**config.mk**
```make
export PLATFORM = sky130hd
export DESIGN_NAME = piradip_axi4_burst_mgr_flat
export DESIGN_NICKNAME = d
export VERILOG_FILES = /design/src/rtl/piradip_axi4_burst_mgr_if.sv /design/src/rtl/piradip_axi4_burst_mgr.sv /design/src/flat_wrapper.sv
export SDC_FILE = /design/constraint.sdc
export NUM_CORES = 1
export LEC_CHECK = 0
export BUFFER_PORTS_ARGS = -buffer_cell sky130_fd_sc_hd__buf_2
export CAP_MARGIN = 20
export CELL_PAD_IN_SITES_DETAIL_PLACEMENT = 0
export CELL_PAD_IN_SITES_GLOBAL_PLACEMENT = 2
export CORE_UTILIZATION = 22
export CTS_CLUSTER_DIAMETER = 150
export DETAILED_ROUTE_END_ITERATION = 8
export GPL_TIMING_DRIVEN = 0
export PLACE_DENSITY_LB_ADDON = 0.1
export SLEW_MARGIN = 20
export SYNTH_ARGS = -nofsm -noshare
export SYNTH_HDL_FRONTEND = slang
export SYNTH_SLANG_ARGS = --single-unit
```
**constraint.sdc**
```tcl
create_clock -name clk -period 4.9 [get_ports clk]
set_input_delay 0.49 -clock clk [delete_from_list [all_inputs] [get_ports clk]]
set_output_delay 0.49 -clock clk [all_outputs]
set_load 0.01 [all_outputs]
```
**src/rtl/piradip_axi4_burst_mgr_if.sv**
```systemverilog
`default_nettype none
// ============================================================================
//  Module   : axi4mm
//  Purpose  : AXI4 memory-mapped bundle (all five channels, full signal set).
//             MANAGER drives AW/W/AR and the B/R ready lines; SUBORDINATE
//             is the mirror image.
//  Params   : ADDR_WIDTH, DATA_WIDTH, ID_WIDTH, USER_WIDTH
//  Revision : 1.0  initial release
// ============================================================================
interface axi4mm #(
    parameter int ADDR_WIDTH = 32,
    parameter int DATA_WIDTH = 32,
    parameter int ID_WIDTH   = 1,
    parameter int USER_WIDTH = 1
);
    // Write address channel
    logic [ID_WIDTH-1:0]     awid;
    logic [ADDR_WIDTH-1:0]   awaddr;
    logic [7:0]              awlen;
    logic [2:0]              awsize;
    logic [1:0]              awburst;
    logic                    awlock;
    logic [3:0]              awcache;
    logic [2:0]              awprot;
    logic [3:0]              awqos;
    logic [3:0]              awregion;
    logic [USER_WIDTH-1:0]   awuser;
    logic                    awvalid;
    logic                    awready;
    // Write data channel
    logic [DATA_WIDTH-1:0]   wdata;
    logic [DATA_WIDTH/8-1:0] wstrb;
    logic                    wlast;
    logic [USER_WIDTH-1:0]   wuser;
    logic                    wvalid;
    logic                    wready;
    // Write response channel
    logic [ID_WIDTH-1:0]     bid;
    logic [1:0]              bresp;
    logic [USER_WIDTH-1:0]   buser;
    logic                    bvalid;
    logic                    bready;
    // Read address channel
    logic [ID_WIDTH-1:0]     arid;
    logic [ADDR_WIDTH-1:0]   araddr;
    logic [7:0]              arlen;
    logic [2:0]              arsize;
    logic [1:0]              arburst;
    logic                    arlock;
    logic [3:0]              arcache;
    logic [2:0]              arprot;
    logic [3:0]              arqos;
    logic [3:0]              arregion;
    logic [USER_WIDTH-1:0]   aruser;
    logic                    arvalid;
    logic                    arready;
    // Read data channel
    logic [ID_WIDTH-1:0]     rid;
    logic [DATA_WIDTH-1:0]   rdata;
    logic [1:0]              rresp;
    logic                    rlast;
    logic [USER_WIDTH-1:0]   ruser;
    logic                    rvalid;
    logic                    rready;

    modport MANAGER (
        output awid, awaddr, awlen, awsize, awburst, awlock, awcache, awprot,
               awqos, awregion, awuser, awvalid,
        input  awready,
        output wdata, wstrb, wlast, wuser, wvalid,
        input  wready,
        input  bid, bresp, buser, bvalid,
        output bready,
        output arid, araddr, arlen, arsize, arburst, arlock, arcache, arprot,
               arqos, arregion, aruser, arvalid,
        input  arready,
        input  rid, rdata, rresp, rlast, ruser, rvalid,
        output rready
    );

    modport SUBORDINATE (
        input  awid, awaddr, awlen, awsize, awburst, awlock, awcache, awprot,
               awqos, awregion, awuser, awvalid,
        output awready,
        input  wdata, wstrb, wlast, wuser, wvalid,
        output wready,
        output bid, bresp, buser, bvalid,
        input  bready,
        input  arid, araddr, arlen, arsize, arburst, arlock, arcache, arprot,
               arqos, arregion, aruser, arvalid,
        output arready,
        output rid, rdata, rresp, rlast, ruser, rvalid,
        input  rready
    );
endinterface
`default_nettype wire

```
**src/rtl/piradip_axi4_burst_mgr.sv**
```systemverilog
`default_nettype none
// ============================================================================
//  Module   : piradip_axi4_burst_mgr
//  Purpose  : Single-outstanding AXI4 manager. One command (addr, len, burst,
//             direction) becomes one AXI4 burst. Write beats stream in on
//             wr_*, read beats stream out on rd_*; done pulses for one cycle
//             with the AXI response of the finished command.
//  Ports    : clk, resetn (async, active-low)
//             cmd_*  : command handshake (valid/ready)
//             wr_*   : write beat source (valid/ready)
//             rd_*   : read beat sink (valid/ready), rd_last on final beat
//             done, done_resp : completion pulse and response
//             aximm  : axi4mm.MANAGER
//  Revision : 1.0  initial release
// ============================================================================
module piradip_axi4_burst_mgr #(
    parameter int                  ADDR_WIDTH = 32,
    parameter int                  DATA_WIDTH = 32,
    parameter int                  ID_WIDTH   = 1,
    parameter logic [ID_WIDTH-1:0] TXN_ID     = '0
) (
    input  logic                    clk,
    input  logic                    resetn,
    input  logic                    cmd_valid,
    output logic                    cmd_ready,
    input  logic                    cmd_write,
    input  logic [ADDR_WIDTH-1:0]   cmd_addr,
    input  logic [7:0]              cmd_len,
    input  logic [1:0]              cmd_burst,
    input  logic [DATA_WIDTH-1:0]   wr_data,
    input  logic [DATA_WIDTH/8-1:0] wr_strb,
    input  logic                    wr_valid,
    output logic                    wr_ready,
    output logic [DATA_WIDTH-1:0]   rd_data,
    output logic                    rd_last,
    output logic                    rd_valid,
    input  logic                    rd_ready,
    output logic                    done,
    output logic [1:0]              done_resp,
    axi4mm.MANAGER                  aximm
);

    localparam logic [2:0] c_AXSIZE  = 3'($clog2(DATA_WIDTH / 8));
    localparam logic [3:0] c_AXCACHE = 4'b0011;
    localparam logic [1:0] c_OKAY    = 2'b00;
    localparam logic [1:0] c_SLVERR  = 2'b10;

    typedef enum logic [2:0] {
        S_IDLE = 3'd0,
        S_AW   = 3'd1,
        S_W    = 3'd2,
        S_B    = 3'd3,
        S_AR   = 3'd4,
        S_R    = 3'd5,
        S_DONE = 3'd6
    } state_t;

    state_t                  state_q, state_d;
    logic [ADDR_WIDTH-1:0]   addr_q,  addr_d;
    logic [7:0]              len_q,   len_d;
    logic [1:0]              burst_q, burst_d;
    logic [7:0]              cnt_q,   cnt_d;
    logic [1:0]              acc_q,   acc_d;
    logic [1:0]              resp_q,  resp_d;

    logic                    w_is_last;
    logic                    w_wbeat;
    logic                    w_rbeat;
    logic [1:0]              w_acc_beat;

    assign w_is_last = (cnt_q == len_q);
    assign w_wbeat   = (state_q == S_W) && wr_valid && aximm.wready;
    assign w_rbeat   = (state_q == S_R) && aximm.rvalid && rd_ready;

    // Response accumulation for the current read beat: worst response wins
    // (the AXI encoding is ordered by severity), and an rlast that disagrees
    // with the beat count replaces it with SLVERR.
    always_comb begin
        w_acc_beat = (aximm.rresp > acc_q) ? aximm.rresp : acc_q;
        if (aximm.rlast != w_is_last) begin
            w_acc_beat = c_SLVERR;
        end
    end

    // ------------------------------------------------------------------
    // Next-state logic
    // ------------------------------------------------------------------
    always_comb begin
        state_d = state_q;
        addr_d  = addr_q;
        len_d   = len_q;
        burst_d = burst_q;
        cnt_d   = cnt_q;
        acc_d   = acc_q;
        resp_d  = resp_q;

        case (state_q)
            S_IDLE: begin
                if (cmd_valid) begin
                    addr_d  = cmd_addr;
                    len_d   = cmd_len;
                    burst_d = cmd_burst;
                    cnt_d   = 8'd0;
                    acc_d   = c_OKAY;
                    state_d = cmd_write ? S_AW : S_AR;
                end
            end
            S_AW: begin
                if (aximm.awready) begin
                    state_d = S_W;
                end
            end
            S_W: begin
                if (w_wbeat) begin
                    // Counter holds at len on the last beat so len=255
                    // never wraps.
                    if (w_is_last) begin
                        state_d = S_B;
                    end else begin
                        cnt_d = cnt_q + 8'd1;
                    end
                end
            end
            S_B: begin
                if (aximm.bvalid) begin
                    resp_d  = aximm.bresp;
                    state_d = S_DONE;
                end
            end
            S_AR: begin
                if (aximm.arready) begin
                    state_d = S_R;
                end
            end
            S_R: begin
                if (w_rbeat) begin
                    acc_d = w_acc_beat;
                    if (w_is_last) begin
                        resp_d  = w_acc_beat;
                        state_d = S_DONE;
                    end else begin
                        cnt_d = cnt_q + 8'd1;
                    end
                end
            end
            S_DONE: begin
                state_d = S_IDLE;
            end
            default: begin
                state_d = S_IDLE;
            end
        endcase
    end

    always_ff @(posedge clk or negedge resetn) begin
        if (!resetn) begin
            state_q <= S_IDLE;
            addr_q  <= '0;
            len_q   <= 8'd0;
            burst_q <= 2'd0;
            cnt_q   <= 8'd0;
            acc_q   <= c_OKAY;
            resp_q  <= c_OKAY;
        end else begin
            state_q <= state_d;
            addr_q  <= addr_d;
            len_q   <= len_d;
            burst_q <= burst_d;
            cnt_q   <= cnt_d;
            acc_q   <= acc_d;
            resp_q  <= resp_d;
        end
    end

    // ------------------------------------------------------------------
    // Outputs: all decoded from the registered state, so an asynchronous
    // reset drops every valid/ready immediately.
    // ------------------------------------------------------------------
    assign cmd_ready = (state_q == S_IDLE);
    assign done      = (state_q == S_DONE);
    assign done_resp = resp_q;

    // Write source <-> W channel pass-through
    assign aximm.wvalid = (state_q == S_W) && wr_valid;
    assign wr_ready     = (state_q == S_W) && aximm.wready;
    assign aximm.wdata  = (state_q == S_W) ? wr_data : '0;
    assign aximm.wstrb  = (state_q == S_W) ? wr_strb : '0;
    assign aximm.wlast  = (state_q == S_W) && w_is_last;
    assign aximm.wuser  = '0;

    // R channel <-> read sink pass-through
    assign rd_valid     = (state_q == S_R) && aximm.rvalid;
    assign aximm.rready = (state_q == S_R) && rd_ready;
    assign rd_data      = (state_q == S_R) ? aximm.rdata : '0;
    assign rd_last      = (state_q == S_R) && w_is_last;

    assign aximm.bready = (state_q == S_B);

    // Write address channel
    assign aximm.awvalid  = (state_q == S_AW);
    assign aximm.awid     = TXN_ID;
    assign aximm.awaddr   = addr_q;
    assign aximm.awlen    = len_q;
    assign aximm.awsize   = c_AXSIZE;
    assign aximm.awburst  = burst_q;
    assign aximm.awlock   = 1'b0;
    assign aximm.awcache  = c_AXCACHE;
    assign aximm.awprot   = 3'd0;
    assign aximm.awqos    = 4'd0;
    assign aximm.awregion = 4'd0;
    assign aximm.awuser   = '0;

    // Read address channel
    assign aximm.arvalid  = (state_q == S_AR);
    assign aximm.arid     = TXN_ID;
    assign aximm.araddr   = addr_q;
    assign aximm.arlen    = len_q;
    assign aximm.arsize   = c_AXSIZE;
    assign aximm.arburst  = burst_q;
    assign aximm.arlock   = 1'b0;
    assign aximm.arcache  = c_AXCACHE;
    assign aximm.arprot   = 3'd0;
    assign aximm.arqos    = 4'd0;
    assign aximm.arregion = 4'd0;
    assign aximm.aruser   = '0;

    // IDs and user sidebands returned by the subordinate carry no meaning
    // for a single-outstanding manager with a fixed ID.
    logic w_unused;
    assign w_unused = ^{aximm.bid, aximm.buser, aximm.rid, aximm.ruser};

endmodule
`default_nettype wire

```
**src/flat_wrapper.sv**
```systemverilog
// flat-port wrapper written by rule: the top's interface ports become plain ports
module piradip_axi4_burst_mgr_flat 
#(
    parameter int                  ADDR_WIDTH = 32,
    parameter int                  DATA_WIDTH = 32,
    parameter int                  ID_WIDTH   = 1,
    parameter logic [ID_WIDTH-1:0] TXN_ID     = '0
)
  (clk, resetn, cmd_valid, cmd_ready, cmd_write, cmd_addr, cmd_len, cmd_burst, wr_data, wr_strb, wr_valid, wr_ready, rd_data, rd_last, rd_valid, rd_ready, done, done_resp, aximm_awid, aximm_awaddr, aximm_awlen, aximm_awsize, aximm_awburst, aximm_awlock, aximm_awcache, aximm_awprot, aximm_awqos, aximm_awregion, aximm_awuser, aximm_awvalid, aximm_awready, aximm_wdata, aximm_wstrb, aximm_wlast, aximm_wuser, aximm_wvalid, aximm_wready, aximm_bid, aximm_bresp, aximm_buser, aximm_bvalid, aximm_bready, aximm_arid, aximm_araddr, aximm_arlen, aximm_arsize, aximm_arburst, aximm_arlock, aximm_arcache, aximm_arprot, aximm_arqos, aximm_arregion, aximm_aruser, aximm_arvalid, aximm_arready, aximm_rid, aximm_rdata, aximm_rresp, aximm_rlast, aximm_ruser, aximm_rvalid, aximm_rready);
  axi4mm #(.ADDR_WIDTH(ADDR_WIDTH), .DATA_WIDTH(DATA_WIDTH), .ID_WIDTH(ID_WIDTH), .USER_WIDTH(1)) aximm_i ();
  input  logic clk;
  input  logic resetn;
  input  logic cmd_valid;
  output logic cmd_ready;
  input  logic cmd_write;
  input  logic [ADDR_WIDTH-1:0] cmd_addr;
  input  logic [7:0] cmd_len;
  input  logic [1:0] cmd_burst;
  input  logic [DATA_WIDTH-1:0] wr_data;
  input  logic [DATA_WIDTH/8-1:0] wr_strb;
  input  logic wr_valid;
  output logic wr_ready;
  output logic [DATA_WIDTH-1:0] rd_data;
  output logic rd_last;
  output logic rd_valid;
  input  logic rd_ready;
  output logic done;
  output logic [1:0] done_resp;
  output wire logic [$bits(aximm_i.awid)-1:0] aximm_awid;
  output wire logic [$bits(aximm_i.awaddr)-1:0] aximm_awaddr;
  output wire logic [$bits(aximm_i.awlen)-1:0] aximm_awlen;
  output wire logic [$bits(aximm_i.awsize)-1:0] aximm_awsize;
  output wire logic [$bits(aximm_i.awburst)-1:0] aximm_awburst;
  output wire logic [$bits(aximm_i.awlock)-1:0] aximm_awlock;
  output wire logic [$bits(aximm_i.awcache)-1:0] aximm_awcache;
  output wire logic [$bits(aximm_i.awprot)-1:0] aximm_awprot;
  output wire logic [$bits(aximm_i.awqos)-1:0] aximm_awqos;
  output wire logic [$bits(aximm_i.awregion)-1:0] aximm_awregion;
  output wire logic [$bits(aximm_i.awuser)-1:0] aximm_awuser;
  output wire logic [$bits(aximm_i.awvalid)-1:0] aximm_awvalid;
  input wire logic [$bits(aximm_i.awready)-1:0] aximm_awready;
  output wire logic [$bits(aximm_i.wdata)-1:0] aximm_wdata;
  output wire logic [$bits(aximm_i.wstrb)-1:0] aximm_wstrb;
  output wire logic [$bits(aximm_i.wlast)-1:0] aximm_wlast;
  output wire logic [$bits(aximm_i.wuser)-1:0] aximm_wuser;
  output wire logic [$bits(aximm_i.wvalid)-1:0] aximm_wvalid;
  input wire logic [$bits(aximm_i.wready)-1:0] aximm_wready;
  input wire logic [$bits(aximm_i.bid)-1:0] aximm_bid;
  input wire logic [$bits(aximm_i.bresp)-1:0] aximm_bresp;
  input wire logic [$bits(aximm_i.buser)-1:0] aximm_buser;
  input wire logic [$bits(aximm_i.bvalid)-1:0] aximm_bvalid;
  output wire logic [$bits(aximm_i.bready)-1:0] aximm_bready;
  output wire logic [$bits(aximm_i.arid)-1:0] aximm_arid;
  output wire logic [$bits(aximm_i.araddr)-1:0] aximm_araddr;
  output wire logic [$bits(aximm_i.arlen)-1:0] aximm_arlen;
  output wire logic [$bits(aximm_i.arsize)-1:0] aximm_arsize;
  output wire logic [$bits(aximm_i.arburst)-1:0] aximm_arburst;
  output wire logic [$bits(aximm_i.arlock)-1:0] aximm_arlock;
  output wire logic [$bits(aximm_i.arcache)-1:0] aximm_arcache;
  output wire logic [$bits(aximm_i.arprot)-1:0] aximm_arprot;
  output wire logic [$bits(aximm_i.arqos)-1:0] aximm_arqos;
  output wire logic [$bits(aximm_i.arregion)-1:0] aximm_arregion;
  output wire logic [$bits(aximm_i.aruser)-1:0] aximm_aruser;
  output wire logic [$bits(aximm_i.arvalid)-1:0] aximm_arvalid;
  input wire logic [$bits(aximm_i.arready)-1:0] aximm_arready;
  input wire logic [$bits(aximm_i.rid)-1:0] aximm_rid;
  input wire logic [$bits(aximm_i.rdata)-1:0] aximm_rdata;
  input wire logic [$bits(aximm_i.rresp)-1:0] aximm_rresp;
  input wire logic [$bits(aximm_i.rlast)-1:0] aximm_rlast;
  input wire logic [$bits(aximm_i.ruser)-1:0] aximm_ruser;
  input wire logic [$bits(aximm_i.rvalid)-1:0] aximm_rvalid;
  output wire logic [$bits(aximm_i.rready)-1:0] aximm_rready;
  assign aximm_awid = aximm_i.awid;
  assign aximm_awaddr = aximm_i.awaddr;
  assign aximm_awlen = aximm_i.awlen;
  assign aximm_awsize = aximm_i.awsize;
  assign aximm_awburst = aximm_i.awburst;
  assign aximm_awlock = aximm_i.awlock;
  assign aximm_awcache = aximm_i.awcache;
  assign aximm_awprot = aximm_i.awprot;
  assign aximm_awqos = aximm_i.awqos;
  assign aximm_awregion = aximm_i.awregion;
  assign aximm_awuser = aximm_i.awuser;
  assign aximm_awvalid = aximm_i.awvalid;
  assign aximm_i.awready = aximm_awready;
  assign aximm_wdata = aximm_i.wdata;
  assign aximm_wstrb = aximm_i.wstrb;
  assign aximm_wlast = aximm_i.wlast;
  assign aximm_wuser = aximm_i.wuser;
  assign aximm_wvalid = aximm_i.wvalid;
  assign aximm_i.wready = aximm_wready;
  assign aximm_i.bid = aximm_bid;
  assign aximm_i.bresp = aximm_bresp;
  assign aximm_i.buser = aximm_buser;
  assign aximm_i.bvalid = aximm_bvalid;
  assign aximm_bready = aximm_i.bready;
  assign aximm_arid = aximm_i.arid;
  assign aximm_araddr = aximm_i.araddr;
  assign aximm_arlen = aximm_i.arlen;
  assign aximm_arsize = aximm_i.arsize;
  assign aximm_arburst = aximm_i.arburst;
  assign aximm_arlock = aximm_i.arlock;
  assign aximm_arcache = aximm_i.arcache;
  assign aximm_arprot = aximm_i.arprot;
  assign aximm_arqos = aximm_i.arqos;
  assign aximm_arregion = aximm_i.arregion;
  assign aximm_aruser = aximm_i.aruser;
  assign aximm_arvalid = aximm_i.arvalid;
  assign aximm_i.arready = aximm_arready;
  assign aximm_i.rid = aximm_rid;
  assign aximm_i.rdata = aximm_rdata;
  assign aximm_i.rresp = aximm_rresp;
  assign aximm_i.rlast = aximm_rlast;
  assign aximm_i.ruser = aximm_ruser;
  assign aximm_i.rvalid = aximm_rvalid;
  assign aximm_rready = aximm_i.rready;
  piradip_axi4_burst_mgr #(.ADDR_WIDTH(ADDR_WIDTH), .DATA_WIDTH(DATA_WIDTH), .ID_WIDTH(ID_WIDTH), .TXN_ID(TXN_ID)) u_core (.clk(clk), .resetn(resetn), .cmd_valid(cmd_valid), .cmd_ready(cmd_ready), .cmd_write(cmd_write), .cmd_addr(cmd_addr), .cmd_len(cmd_len), .cmd_burst(cmd_burst), .wr_data(wr_data), .wr_strb(wr_strb), .wr_valid(wr_valid), .wr_ready(wr_ready), .rd_data(rd_data), .rd_last(rd_last), .rd_valid(rd_valid), .rd_ready(rd_ready), .done(done), .done_resp(done_resp), .aximm(aximm_i));
endmodule
```
Word level (Yosys, flattened, before mapping)
Index checks and enable logic that the tools add are counted.
- reduce and logical (&&, ||, !) cells: 17
- multiplexer cells: 27
- $mul: 0
- bitwise gates (word level): 0
- shifts and indexed selects: 0
- order comparisons: 1
- div/mod/pow operators: 0
- $add $sub $neg: 1
- equality and inequality tests: 16
- operators by type and width (operator ; count):
    32-bit 2-to-1 mux ; 2
    8-bit 2-to-1 mux ; 4
    3-bit 2-to-1 mux ; 9
    8-bit one-hot mux with 3 select lines ; 1
    3-bit one-hot mux with 6 select lines ; 1
    2-bit 2-to-1 mux ; 7
    2-bit by 1-bit != test with 1-bit output (second input constant) ; 6
    3-bit equality test (second input constant) ; 3
    8-bit by 1-bit adder with 8-bit output (second input constant) ; 1
    8-bit equality test ; 1
    1-bit logical AND ; 8
    2-bit one-hot mux with 2 select lines ; 2
    4-bit AND reduction ; 2
    8-bit AND reduction ; 1
    3-bit by 2-bit equality test with 1-bit output (second input constant) ; 2
    4-bit 2-to-1 mux ; 1
    2-bit != test (second input constant) ; 2
    2-bit nonzero test ; 2
    3-bit by 1-bit equality test with 1-bit output (second input constant) ; 1
    3-bit zero test ; 1
    3-bit AND reduction ; 1
    3-bit nonzero test ; 1
    2-bit greater-than comparator ; 1
    2-bit AND reduction ; 1
    1-bit != test ; 1
- bits in read-only memories: 0
- logic and storage cells: 69
- bits in registers: 57
- memories: 0
- bits in writable memories: 0
- bits in latches: 0

Longest topological paths before layout
Gate-level depths: netlist (run 1).
- depth after elaboration: 6
- gate-level depth with buffers: 7
- mapped depth without buffers: 7

Worst setup path after synthesis (run 1)
OpenSTA, ideal clock, no wires.
- path type: input to register
- start: input aximm_rresp[0]
- end: register u_core.acc_q[0]
- library setup time: 0.095 ns
- stages on the path: 7
- required time: 4.805 ns
- path buffers: 0
- arrival: 1.768 ns
- setup slack: 3.037 ns
- cell sequence: inv_1 > ha_1 > nor3_1 > a211o_1 > a2111oi_4 > mux2i_1 > o31ai_1
- word-level cells in the longest chain between the ends: 5
- RTL lines (item ; RTL line ; text):
    from (decl) ; flat_wrapper.sv:68 ; input wire logic [$bits(aximm_i.rresp)-1:0] aximm_rresp;
    2-bit greater-than comparator ; piradip_axi4_burst_mgr.sv:79 ; w_acc_beat = (aximm.rresp > acc_q) ? aximm.rresp : acc_q;
    2-bit 2-to-1 mux * ; piradip_axi4_burst_mgr.sv:79 ;
    2-bit 2-to-1 mux * ; piradip_axi4_burst_mgr.sv:80 ; if (aximm.rlast != w_is_last) begin
    2-bit 2-to-1 mux * ; piradip_axi4_burst_mgr.sv:136 ; if (w_rbeat) begin
    2-bit one-hot mux with 2 select lines * ; piradip_axi4_burst_mgr.sv:97 ; case (state_q)
    to (signal assigned) ; piradip_axi4_burst_mgr.sv:162 ; acc_q <= c_OKAY;
    to (decl) ; piradip_axi4_burst_mgr.sv:63 ; logic [1:0] acc_q, acc_d;
Every way passes the cells marked *; elsewhere a longest branch is shown, timed or not. The select of a mux whose other input is x is not followed.
A chain may end at the register's enable or synchronous reset.

Final worst setup path (run 1)
- start: register u_core.state_q[0]
- end: output rd_data[9]
- word-level cells in the longest chain between the ends: 2
- RTL lines (item ; RTL line ; text):
    from (decl) ; piradip_axi4_burst_mgr.sv:58 ; state_t state_q, state_d;
    from (signal assigned) ; piradip_axi4_burst_mgr.sv:165 ; state_q <= state_d;
    3-bit equality test ; piradip_axi4_burst_mgr.sv:194 ; assign rd_data = (state_q == S_R) ? aximm.rdata : '0;
    32-bit 2-to-1 mux ; piradip_axi4_burst_mgr.sv:194 ;
    to (decl) ; flat_wrapper.sv:23 ; output logic [DATA_WIDTH-1:0] rd_data;
No other way between the ends.

==> reports/metrics.csv, run 1 <==
stage,metric,value,unit
route,drt_first_iter_violations,95,
timing,hold_viol_final,0,
timing,drv_slew,0,
timing,finalSetupViolCount,0,
global_routing,grt_pass1_vias,3492,
route,first_pass_iters,4,
power_and_ir_drop,pwr_density_cell,547.2,nW/um^2
cts,root_buffer,clkbuf_16,
critical_path,r2r_slack,2.87,ns
cts,postCtsSetupBuffers,0,
floorplanning,dieArea,18540,um^2
cts,cts_hold_buf,0,
critical_path,crit_type,reg2out,
synth,yosys_warnings,0,
synth,synthesis.area,3960,um^2
placement,io_buffers,290,
power_and_ir_drop,irDropWorstVdd,244.2,uV
cts,numCtsBuffers,9,
timing,worstMarginPinSlew,0.7453,ns
critical_path,crit_path_end_kind,output pin,
critical_path,arrival,2.20,ns
floorplanning,fp.coreArea,17420,um^2
global_routing,antenna_found_initial,0,
global_routing,grt_max_degree,58,
synth,synth-seq-area-share,36.02,%
placement,place.gp.congestion,0.7185,
timing,clock.fmax,0.3721,GHz
synth,ys_ff_latch,57,
layout,syn_to_final_growth,55.04,%
layout,multi_input_area,1911,um^2
floorplanning,start_util,22.74,%
critical_path,reg2reg_from,u_core.state_q[1],
layout,num_antenna_cells,0,
synth,synth_area_leaders,"dfrtp_1, buf_4, mux2_1",
synth,synth-edff-count,0,
placement,dp.cells,955,
critical_path,worst_setup_path_start_kind,flip-flop,
critical_path,critical_path.max_fanout,10,
floorplanning,die_w,136.2,um
outcome,outcome,finished clean,
power_and_ir_drop,p_leak,3.443,nW
route,ant_nets,0,
timing,setup_tns,0,ns
synth,synth_top_cell_by_area,dfrtp_1,
cts,post_cts_resized,0,
layout,regArea,1426,um^2
layout,drive_gt1_share,55.09,%
floorplanning,num_rows,48,
floorplanning,ios,338,
timing,rsz0062_at_grt,no,
cts,clk_pin_slew,0.05,ns
cts,clock_latency,0.32,ns
synth,syn_inst,399,
synth,async_flop_share,100.0,%
timing,finClkSkew,0.006180,ns
global_routing,track_usage,13.07,%
route,vias,3801,
job,drv_cap,0,
global_routing,grt_overflow,0,
critical_path,cp.required,4.41,ns
cts,clock-sinks,57,
placement,dp_hpwl,10570,um
synth,synth_cell_types,52,
min_path,hold_class,in2async,
critical_path,r2r_cells,6,
critical_path,crit_path_start,u_core.state_q[0],
cts,cts_tree,yes,
timing,period_share,54.85,%
layout,utilization,35.25,%
layout,fillCellCount,1841,
cts,htreeDepth,3,
route,wl_per_cell,12.94,um
route,drc,0,
layout,instances_no_fill,971,
floorplanning,die_height,136.2,um
timing,min_period,2.688,ns
cts,cts.path.max_buffers,2,
synth,synth_top_area_share,36.02,%
layout,fin_nets,875,
timing,maxSlewHeadroom,50.32,%
synth,avgSynthCellArea,9.925,um^2
global_routing,grt_pass1_wl,18520,um
synth,synth_flop_cell,dfrtp_1,
route,vias_per_cell,3.915,
route,finalWirelength,12560,um
-- Yosys cell counts, drive strengths merged (2+ instances only) --
cell	n
nor2	13
nor3	7
dfrtp	57
xor2	8
or2	2
mux2	43
buf	94
o211ai	2
nor4	2
ha	4
o21ai	9
inv	10
and3	6
a31oi	2
conb	2
nand2	9
nand3b	3
and2	76
mux2i	3
nand3	7
nand2b	3
clkbuf	9
a22oi	2
a21oi	3
o21a	2
a221o	4
-- worst max-delay path: stages (launching register included) --
cell,delay [ns]
dfrtp_1,0.31
buf_2,0.19
and3b_1,0.29
clkbuf_1,0.44
clkbuf_1,0.33
and2_1,0.18
buf_2,0.13
-- report_power, final --
| part | leakage [nW] | internal, W | switching [W] |
|---|---|---|---|
| clock | 0.144 | 0.000405 | 0.000201 |
| combinational | 2.61 | 0.000938 | 0.000936 |
| sequential | 0.693 | 0.000696 | 0.000183 |
| total | 3.44 | 0.00204 | 0.00132 |
-- routing by layer --
layer  vias up  track usage [%]  routed length (um)  part of all wire (%)
met4         0            3.333                 108                  0.86
met2       190            24.62                6806                    54
li1       1888                -                   -                     -
met1      1717            14.22                4632                    37
met5         -                0                   0                     0
met3         6            3.579                1013                   8.1
-- path summary, 6_finish.rpt --
kind,end
setup / recovery,rd_data[9]
setup reg to reg,u_core.aximm.araddr[13]
hold / removal,u_core.aximm.araddr[22]
max in group asynchronous,u_core.acc_q[1]
min in group clk,u_core.aximm.araddr[5]
hold reg to reg,u_core.aximm.araddr[11]
-- kinds of logic (layout without fill, tap and decap cells) --
logic type / Yosys count / in the layout / synth area share (%)
xor+xnor: 9 / 9 / 1.991
flops: 57 / 57 / 36.02
simple gates: 131 / 131 / 20.57
mux: 46 / 46 / 12.99
compound gates: 37 / 37 / 7.362
fa+ha+maj: 4 / 4 / 1.264
other cells: 2 / 43 / 0.1896
buf+inv: 113 / 419 / 19.62
-- metrics by stage --
step                hold slack [ns]  cell area [um^2]  power (W)  setup WS (ns)
floorplan                    0.1944              4114   0.002072          3.037
finish                       0.2490              6140   0.003359          2.212
detailed placement           0.5006              5849   0.002800          2.538
global placement             0.4884              5847   0.002792          2.544
CTS                          0.2709              6140   0.003429          2.176
global route                 0.3149              6140   0.003649          2.019
-- flip-flops by register name (all words and copies together), names as in the netlist --
register,cells
u_core.aximm.araddr,32
u_core.state_q,3
u_core.cnt_q,8
u_core.done_resp,2
u_core.aximm.arlen,8
u_core.aximm.arburst,2
u_core.acc_q,2
-- layout make-up --
class	count	area share [%]
multi-input cells	270	31.12
plain buffers	103	12.04
clock inverters	3	0.6521
well taps	225	4.585
flip-flops and latches	57	23.23
inverters	10	0.6114
clock buffers	13	4.076
repair buffers	290	23.68
-- layout by cell type (no fill, tap or decap), types with 4 or more instances in the layout --
cell type and count:
buf_2 292, buf_4 91, and2_1 75, dfrtp_1 57
conb_1 43, mux2_1 42, nor2_1 13, clkbuf_1 12
nand2_1 9, clkbuf_16 9, xor2_1 8, inv_1 7
nand3_1 7, and3_1 6, nor3_1 5, o21ai_1 5
a221o_1 4, ha_1 4
Power figures use the tool's default switching activity.
==> run 2: changes to the inputs <==
--- a/config.mk
+++ b/config.mk
@@ -9,7 +9,7 @@
 export CAP_MARGIN = 20
 export CELL_PAD_IN_SITES_DETAIL_PLACEMENT = 0
 export CELL_PAD_IN_SITES_GLOBAL_PLACEMENT = 2
-export CORE_UTILIZATION = 22
+export CORE_UTILIZATION = 20
 export CTS_CLUSTER_DIAMETER = 150
 export DETAILED_ROUTE_END_ITERATION = 8
 export GPL_TIMING_DRIVEN = 0
==> constraint.sdc (replaced) <==
create_clock -name clk -period 2.5 [get_ports clk]
set_input_delay 0.25 -clock clk [delete_from_list [all_inputs] [get_ports clk]]
set_output_delay 0.25 -clock clk [all_outputs]
set_load 0.01 [all_outputs]
==> reports/metrics.csv, run 2 (synthesis results as in run 1) <==
stage,metric,value,unit
critical_path,crit_chain,buf_2 > and3b_1 > clkbuf_2 > clkbuf_1 > and2_1 > buf_2,
layout,fin_area,6257,um^2
route,drc,0,
critical_path,cp_common_cell,buf_2,
floorplanning,fp.coreArea,19460,um^2
power_and_ir_drop,pwr_density_cell,1075,nW/um^2
layout,fin_nets,877,
power_and_ir_drop,p_leak,3.481,nW
cts,clock-sinks,57,
cts,root_buffer,clkbuf_16,
route,vias_per_cell,3.745,
timing,setup_ws,0.2228,ns
global_routing,grt_max_degree,45,
critical_path,cp.required,2.25,ns
timing,drv_slew,0,
timing,setup_tns,0,ns
critical_path,crit_family,buffers and inverters,
route,wl_per_cell,12.71,um
cts,htreeDepth,3,
cts,clk_pin_slew,0.05,ns
timing,finalSetupViolCount,0,
global_routing,grt_pass1_vias,3508,
layout,drive_gt1_share,55.69,%
timing,clock.fmax,0.4391,GHz
route,first_pass_iters,6,
global_routing,grt_overflow,0,
critical_path,slowest_stage,dfrtp_1,
critical_path,slowest_delay,0.31,ns
cts,cts.path.max_buffers,2,
placement,io_buffers,290,
timing,hold_viol_final,0,
timing,period_share,91.09,%
floorplanning,die_height,142.7,um
route,vias,3794,
critical_path,worst-path-buf-inv,4,
placement,post_dp_cell_area,5927,um^2
placement,dp_slack,0.3226,ns
route,finalWirelength,12870,um
critical_path,crit_path_end_kind,output pin,
route,ant_nets,0,
placement,dp.cells,996,
cts,postCtsSetupBuffers,0,
cts,numCtsBuffers,9,
layout,final_cell_mix,"buf_2, buf_4, and2_1",
layout,largest_register_ff_count,32,
power_and_ir_drop,irDropWorstVdd,361.3,uV
timing,min_period,2.277,ns
global_routing,antenna_found_initial,1,
timing,rsz0062_at_grt,no,
critical_path,arrival,2.03,ns
layout,syn_to_final_growth,58.01,%
floorplanning,start_util,20.35,%
critical_path,worst_setup_path_start_kind,flip-flop,
critical_path,crit_type,reg2out,
timing,finClkSkew,0.007188,ns
layout,instances_no_fill,1013,
layout,fillCellCount,2090,
placement,place.gp.congestion,0.7485,
cts,clock_latency,0.32,ns
global_routing,grt_pass1_wl,18800,um
floorplanning,dieArea,20370,um^2
global_routing,track_usage,12.18,%
critical_path,critical_path.max_fanout,10,
route,drt_first_iter_violations,69,
floorplanning,ios,338,
placement,dp_hpwl,10800,um
min_path,hold_class,in2reg,
floorplanning,num_rows,51,
cts,cts_tree,yes,
layout,final_common_cell,buf_2,
outcome,outcome,finished clean,
floorplanning,die_w,142.7,um
job,drv_cap,0,
[run 2: worst register-to-register path, cell delays in order (launching register included)]
cell,delay (ns)
dfrtp_1,0.38
buf_2,0.19
nor3_2,0.39
and2_1,0.19
buf_2,0.19
buf_4,0.22
mux2_1,0.35
[run 2: final cells by class]
| class | instances | area (um^2) | share of cell area (%) |
|---|---|---|---|
| plain buffers | 103 | 742.0 | 11.86 |
| repair buffers | 292 | 1491 | 23.84 |
| diodes | 1 | 2.502 | 0.03999 |
| flip-flops and latches | 57 | 1426 | 22.80 |
| clock inverters | 2 | 35.03 | 0.5599 |
| clock buffers | 13 | 280.3 | 4.479 |
| multi-input cells | 270 | 1911 | 30.53 |
| well taps | 265 | 331.6 | 5.299 |
| inverters | 10 | 37.54 | 0.5999 |
[run 2: repair_timing]
| action | in CTS | in global routing |
|---|---|---|
| hold endpoints to repair | 13 | 0 |
| pin swaps | 0 | 0 |
| endpoints found under the setup margin | 27 | 18 |
| gates resized for setup | 1 | 2 |
| hold buffers | 1 | 0 |
[run 2: path summary, 6_finish.rpt]
check	slack [ns]	end	cells after the start	startpoint
max reg2reg	0.45	u_core.aximm.araddr[16]	6	u_core.state_q[1]
min	0.14	u_core.aximm.araddr[27]	2	cmd_addr[27]
max	0.22	rd_data[26]	6	u_core.state_q[0]
max in group asynchronous	1.67	u_core.cnt_q[4]	3	resetn
min in group asynchronous	0.34	u_core.aximm.araddr[3]	2	resetn
min reg2reg	0.51	u_core.aximm.araddr[13]	1	u_core.aximm.araddr[13]
[run 2: per-stage QoR]
stage               hold WS [ns]  power (W)  util [%]
floorplan               -0.04559   0.004061         -
global placement          0.4683   0.005511     30.30
detailed placement        0.1243   0.005530     30.45
CTS                       0.1259   0.006871     32.13
global route              0.1321   0.007304     32.15
finish                    0.1400   0.006725     32.15
[run 2: power by group]
group / switching [W] / leakage [nW] / internal [W] / total [W]
Combinational: 0.00186 / 2.63 / 0.00185 / 0.00371
Clock: 0.000408 / 0.158 / 0.000872 / 0.00128
Sequential: 0.000376 / 0.693 / 0.00136 / 0.00174
Total: 0.00264 / 3.48 / 0.00408 / 0.00672
[run 2: metal layers]
metal	vias up	wire [um]	track usage [%]	part of all wire (%)
met1	1673	5190	13.78	40
met3	8	1186	4.024	9.2
met2	216	6373	21.28	50
li1	1897	-	-	-
met5	-	0	0	0
met4	0	123	4.358	0.96
